==> config.mk <==
export PLATFORM = sky130hd
export DESIGN_NAME = tc_int_arbiter
export DESIGN_NICKNAME = d
export VERILOG_FILES = /design/src/rtl/tc_pkg.sv /design/src/rtl/tc_prio_enc.sv /design/src/rtl/tc_int_arbiter.sv
export SDC_FILE = /design/constraint.sdc
export NUM_CORES = 1
export LEC_CHECK = 0
export ABC_AREA = 1
export ABC_CLOCK_PERIOD_IN_PS = 2300
export BUFFER_PORTS_ARGS = -buffer_cell sky130_fd_sc_hd__buf_2
export CAP_MARGIN = 40
export CELL_PAD_IN_SITES_DETAIL_PLACEMENT = 2
export CELL_PAD_IN_SITES_GLOBAL_PLACEMENT = 2
export CORE_MARGIN = 2
export CORE_UTILIZATION = 28
export CTS_BUF_LIST = sky130_fd_sc_hd__clkbuf_16
export CTS_CLUSTER_SIZE = 10
export DETAILED_ROUTE_END_ITERATION = 12
export GPL_TIMING_DRIVEN = 0
export PLACE_DENSITY = 0.87
export SKIP_CTS_REPAIR_TIMING = 1
export SYNTH_ARGS = -nofsm -noshare
export SYNTH_HDL_FRONTEND = slang
export SYNTH_SLANG_ARGS = --single-unit
export TNS_END_PERCENT = 50
==> constraint.sdc <==
create_clock -name clk -period 2.3 [get_ports clk]
set_input_delay 0.115 -clock clk [delete_from_list [all_inputs] [get_ports clk]]
set_output_delay 0.115 -clock clk [all_outputs]
set_load 0.02 [all_outputs]
==> src/rtl/tc_pkg.sv <==
// Shared timer/counter interrupt definitions: arbiter FSM states and the vector map
// constants that sit next to the timer interrupt mask/flag registers.
package tc_pkg;

  typedef enum logic [1:0] {IDLE, ISSUE, HOLD} tcint_state_t;

  localparam logic [7:0] A_TIFR      = 8'h38;
  localparam logic [7:0] A_TIMSK     = 8'h39;
  localparam logic [7:0] TC_VEC_BASE = 8'h20;
  localparam int         TC_VEC_STEP = 2;

endpackage

==> src/rtl/tc_prio_enc.sv <==
// Lowest-set-bit encoder: bit 0 is the highest priority. Pure combinational, all-zero gives valid=0.
module tc_prio_enc #(
  parameter int NSRC  = 4,
  parameter int IDX_W = 2
) (
  input  logic [NSRC-1:0]  req,
  output logic [IDX_W-1:0] idx,
  output logic             valid
);

  always_comb begin
    idx = '0;
    // Scan downwards so the lowest set bit is the last one written.
    for (int i = NSRC - 1; i >= 0; i--) begin
      if (req[i]) idx = IDX_W'(i);
    end
    valid = |req;
  end

endmodule

==> src/rtl/tc_int_arbiter.sv <==
// Fixed-priority interrupt arbiter between the timer/counter request lines and the CPU.
// Issues one winner at a time, returns the CPU ack to that source, then blanks for HOLD_CYC clocks.
module tc_int_arbiter
  import tc_pkg::*;
#(
  parameter int               NSRC     = 4,
  parameter int               VEC_W    = 8,
  parameter logic [VEC_W-1:0] VEC_BASE = TC_VEC_BASE,
  parameter int               VEC_STEP = TC_VEC_STEP,
  parameter int               HOLD_CYC = 3
) (
  input  logic             clk,
  input  logic             rst,
  input  logic [NSRC-1:0]  src_req,
  input  logic             sreg_i,
  input  logic             cpu_ack,
  output logic [NSRC-1:0]  src_ack,
  output logic             cpu_irq,
  output logic [VEC_W-1:0] cpu_vector,
  output logic             busy
);

  localparam int IDX_W = (NSRC > 1) ? $clog2(NSRC) : 1;
  localparam int CNT_W = (HOLD_CYC > 0) ? $clog2(HOLD_CYC + 1) : 1;
  localparam int WIDE_W = VEC_W + 8;

  tcint_state_t     state_q, state_d;
  logic [IDX_W-1:0] idx_q, idx_d;
  logic [CNT_W-1:0] cnt_q, cnt_d;
  logic [NSRC-1:0]  src_ack_q, src_ack_d;
  logic             cpu_irq_q, cpu_irq_d;
  logic [VEC_W-1:0] cpu_vector_q, cpu_vector_d;
  logic             busy_q, busy_d;

  logic [IDX_W-1:0]  enc_idx;
  logic              enc_valid;
  logic [WIDE_W-1:0] vec_wide;

  tc_prio_enc #(
    .NSRC  (NSRC),
    .IDX_W (IDX_W)
  ) u_enc (
    .req   (src_req),
    .idx   (enc_idx),
    .valid (enc_valid)
  );

  always_comb begin
    state_d      = state_q;
    idx_d        = idx_q;
    cnt_d        = cnt_q;
    src_ack_d    = '0;
    cpu_irq_d    = cpu_irq_q;
    cpu_vector_d = cpu_vector_q;
    vec_wide     = WIDE_W'(VEC_BASE) + WIDE_W'(enc_idx) * WIDE_W'(VEC_STEP);

    unique case (state_q)
      IDLE: begin
        cpu_irq_d = 1'b0;
        if (sreg_i && enc_valid) begin
          idx_d        = enc_idx;
          cpu_vector_d = vec_wide[VEC_W-1:0];
          cpu_irq_d    = 1'b1;
          state_d      = ISSUE;
        end
      end
      ISSUE: begin
        // The ack is honoured even if the request was withdrawn in the same cycle.
        if (cpu_ack) begin
          src_ack_d = NSRC'(1) << idx_q;
          cpu_irq_d = 1'b0;
          if (HOLD_CYC == 0) begin
            state_d = IDLE;
          end else begin
            cnt_d   = CNT_W'(HOLD_CYC);
            state_d = HOLD;
          end
        end else if (!sreg_i || !src_req[idx_q]) begin
          cpu_irq_d = 1'b0;
          state_d   = IDLE;
        end
      end
      HOLD: begin
        cpu_irq_d = 1'b0;
        if (cnt_q <= CNT_W'(1)) begin
          cnt_d   = '0;
          state_d = IDLE;
        end else begin
          cnt_d = cnt_q - CNT_W'(1);
        end
      end
      default: begin
        cpu_irq_d = 1'b0;
        state_d   = IDLE;
      end
    endcase

    busy_d = (state_d != IDLE);
  end

  always_ff @(posedge clk or posedge rst) begin
    if (rst) begin
      state_q      <= IDLE;
      idx_q        <= '0;
      cnt_q        <= '0;
      src_ack_q    <= '0;
      cpu_irq_q    <= 1'b0;
      cpu_vector_q <= '0;
      busy_q       <= 1'b0;
    end else begin
      state_q      <= state_d;
      idx_q        <= idx_d;
      cnt_q        <= cnt_d;
      src_ack_q    <= src_ack_d;
      cpu_irq_q    <= cpu_irq_d;
      cpu_vector_q <= cpu_vector_d;
      busy_q       <= busy_d;
    end
  end

  assign src_ack    = src_ack_q;
  assign cpu_irq    = cpu_irq_q;
  assign cpu_vector = cpu_vector_q;
  assign busy       = busy_q;

endmodule

==> summary.txt <==
Outcome
  • Status: completed

STA
  • Top achievable clock speed: 909 MHz
  • Tmin final: around 1.1 ns
  • RSZ-0062 raised after global routing: no
  • Max-slew violations: 0
  • Clock skew: between 0.002 and 0.0025 ns
  • Setup-failing EPs final: 0
  • Slew of the pin with the lowest slew margin: slightly above 0.5 ns
  • Fin crit share: 0.478
  • Final hold violation count: 0
  • Setup TNS: 0 ns
  • Slew HR: 0.662

Logic synthesis
  • Seq cells post-synth: 13
  • Post-synthesis cell area: ~630 um^2
  • Post-synth EDFFs: 0
  • Post-synth top cells: nand2_1 (19), dfrtp_1 (13), inv_1 (11)
  • Sequential-to-total area share from yosys stat: 0.519
  • Leading area contributor after synthesis: dfrtp_1
  • Area contributors post-synth: dfrtp_1 (52%), nand2_1 (11%), inv_1 (6.6%)
  • Syn. warnings: 0
  • Mean post-synth cell area: about 8.5 um^2
  • Synth unique cells: 15
  • Post-synth top flop: dfrtp_1
  • Post-synth top area share: 0.519
  • Cells after Synth: 74
  • Post-synthesis async set-or-reset flop share: 1.00
  • Cell with the most instances after synthesis: nand2_1

Worst setup path
  • Worst Setup Start Kind: flip-flop
  • Worst Path Arrival: around 1.2 ns
  • Worst R2R Setup Slack: around 1.2 ns
  • Worst R2R Path Depth: 7
  • Family with the most delay on the worst path: flip-flops
  • Crit path cell chain: inv_2 -> nand2_1 -> nand2_1 -> nand2_1 -> nand2_2 -> nand3_1 -> nand2_1
  • Crit path capture type: flip-flop
  • RR Endpoint: cpu_irq$_DFFE_PP0P_
  • Crit-path max cell delay: about 0.5 ns
  • Critical path's slowest cell: dfrtp_1
  • Crit Reg-Reg Startpoint: idx_q[0]$_DFFE_PP0P_
  • Critical Path RT: between 2 and 2.5 ns
  • Most frequent CP cell: nand2_1
  • Max Fanout on Critical Path: 7
  • Worst Path Buf+Inv: 1
  • Critical path class: flip-flop to flip-flop

Die
  • Initial cell density of the core: 0.289
  • Die Y: 51.3 um
  • Number of top-level pins: 22
  • Rows: 17
  • Core area: approximately 2200 um^2
  • Chip Width: roughly 51 um
  • Die ar.: roughly 2600 um^2

Final layout
  • Layout area overhead: 35.1%
  • Share of layout cells above drive strength 1: 0.364
  • Register area: approximately 330 um^2
  • Final std cells w/o fill: 127
  • Filler cells: around 260
  • Footprint of the multi-input gates: around 230 um^2
  • Fin nets: between 100 and 150
  • ANT cells: 0

Detailed routing
  • Post-route ant nets: 0
  • Routed vias: about 540
  • Routed wire length: approximately 1.6 mm
  • Routed length per instance: ~12 um
  • DR iter-0 viols: 3
  • Via density: around 4.3
  • Residual DRC: 0
  • First-pass DRT Iterations: 4

Global route
  • Pin count of the biggest net entering global routing: 14
  • Initial antenna violation count: 0
  • Vias in the first global route: between 500 and 600
  • GRT Overall Usage: 0.138
  • Congestion Overflow GR: 0
  • First-pass GRT wire length: around 2.6 mm

Clock network
  • Num Clock Sinks: 13
  • Max Buffers Root-to-Sink: 2
  • Num CTS Buffers: 3
  • Root Buffer: clkbuf_16
  • Later-pin clock latency in the skew report: between 0.2 and 0.25 ns
  • # H-tree levels: 1
  • Clock transition at path regs: approximately 0.04 ns
  • CTS tree: done

Pwr
  • PD cells: ~1200 nW/um^2
  • Peak supply drop: roughly 400 uV
  • P_leak: approximately 0.48 nW

Placement
  • Placed wire-length estimate: ~1.1 mm
  • Port buffer count: 16
  • RePlAce Congestion: roughly 0.74
  • Placed Cells: 122

Worst hold path
  • Hold EP: cpu_vector[2]$_DFFE_PP0P_
  • Hold path startpoint: src_req[1]
  • Hold depth: 4
  • Min-delay worst type: input pin to flip-flop

Job
  • Max-cap violation count: 0
[worst reg2reg max path: cells and delay by family, from the launching register on]
family | cells | cell delay [ns]
buf+inv | 1 | 0.09
simple gates | 6 | 0.39
flops | 1 | 0.50
[metrics by stage]
stage                     area, um^2  power (W)  setup slack, ns  utilization  hold WS (ns)
after CTS                        837    0.00104             1.16        0.386       -0.0983
after global routing             847    0.00108             1.10        0.390         0.203
after global placement           757   0.000679             1.26        0.349         0.146
after floorplan                  642   0.000594             1.26            -      -0.00804
final                            847    0.00102             1.20        0.390         0.176
after detailed placement         757   0.000700             1.21        0.349         0.159
[report_power, final]
group,switching (W),internal [W],leakage [nW]
logic,0.000216,0.000110,0.274
clock network,0.0000936,0.000231,0.0409
registers,0.0000711,0.000300,0.163
total,0.000380,0.000641,0.478
[cells in the final DEF, fill, tap and decap left out]
master	n
clkbuf_16	3
conb_1	5
nor2_1	3
nor3_2	2
dlygate4sd3_1	1
buf_2	16
inv_2	2
nand2_2	4
nand2_1	19
nand3_2	2
inv_1	11
o21ai_0	1
nor3_1	4
dfrtp_1	13
nand3_1	3
clkinv_2	1
o21ai_2	1
o21ai_1	3
buf_4	5
[cell type report]
cell class              instances  area share
plain buffers                   5      0.0443
flip-flops and latches         13       0.384
multi-input cells              47       0.272
repair buffers                 17       0.106
clock inverters                 1     0.00591
clock buffers                   3      0.0886
well taps                      28      0.0414
inverters                      13      0.0576
[sequential cells by signal, summed over array words and instances, names as in the netlist]
register and flops:
busy 1, cpu_vector 2, cpu_irq 1, src_ack 4
state_q 2, cnt_q 2, idx_q 1
[per-layer routing]
layer / vias to the layer above / routed length (um) / track usage / share of wire
li1: 266 / - / - / -
met1: 259 / 601 / 0.142 / 0.38
met2: 15 / 853 / 0.255 / 0.54
met3: 4 / 79 / 0.0292 / 0.050
met4: 0 / 42 / 0.0789 / 0.027
met5: - / 0 / 0 / 0
[how the worst max path moves through the flow]
stage                    startpoint                    to  cells past startpoint
2_1_floorplan  idx_q[0]$_DFFE_PP0P_        busy$_DFF_PP0_                      7
3_3_place_gp   state_q[0]$_DFF_PP0_  idx_q[0]$_DFFE_PP0P_                      4
3_5_place_dp   idx_q[0]$_DFFE_PP0P_        busy$_DFF_PP0_                      7
4_1_cts        idx_q[0]$_DFFE_PP0P_   cpu_irq$_DFFE_PP0P_                      7
5_1_grt        idx_q[0]$_DFFE_PP0P_        busy$_DFF_PP0_                      7
6_report       idx_q[0]$_DFFE_PP0P_   cpu_irq$_DFFE_PP0P_                      7
[cell families (layout without fill, tap and decap cells)]
group | after synthesis | count (layout) | share of synthesized area
compound gates | 5 | 5 | 0.0459
flops | 13 | 13 | 0.519
other cells | 1 | 5 | 0.00598
simple gates | 37 | 37 | 0.291
buf+inv | 18 | 39 | 0.138
Power figures use the tool's default switching activity.
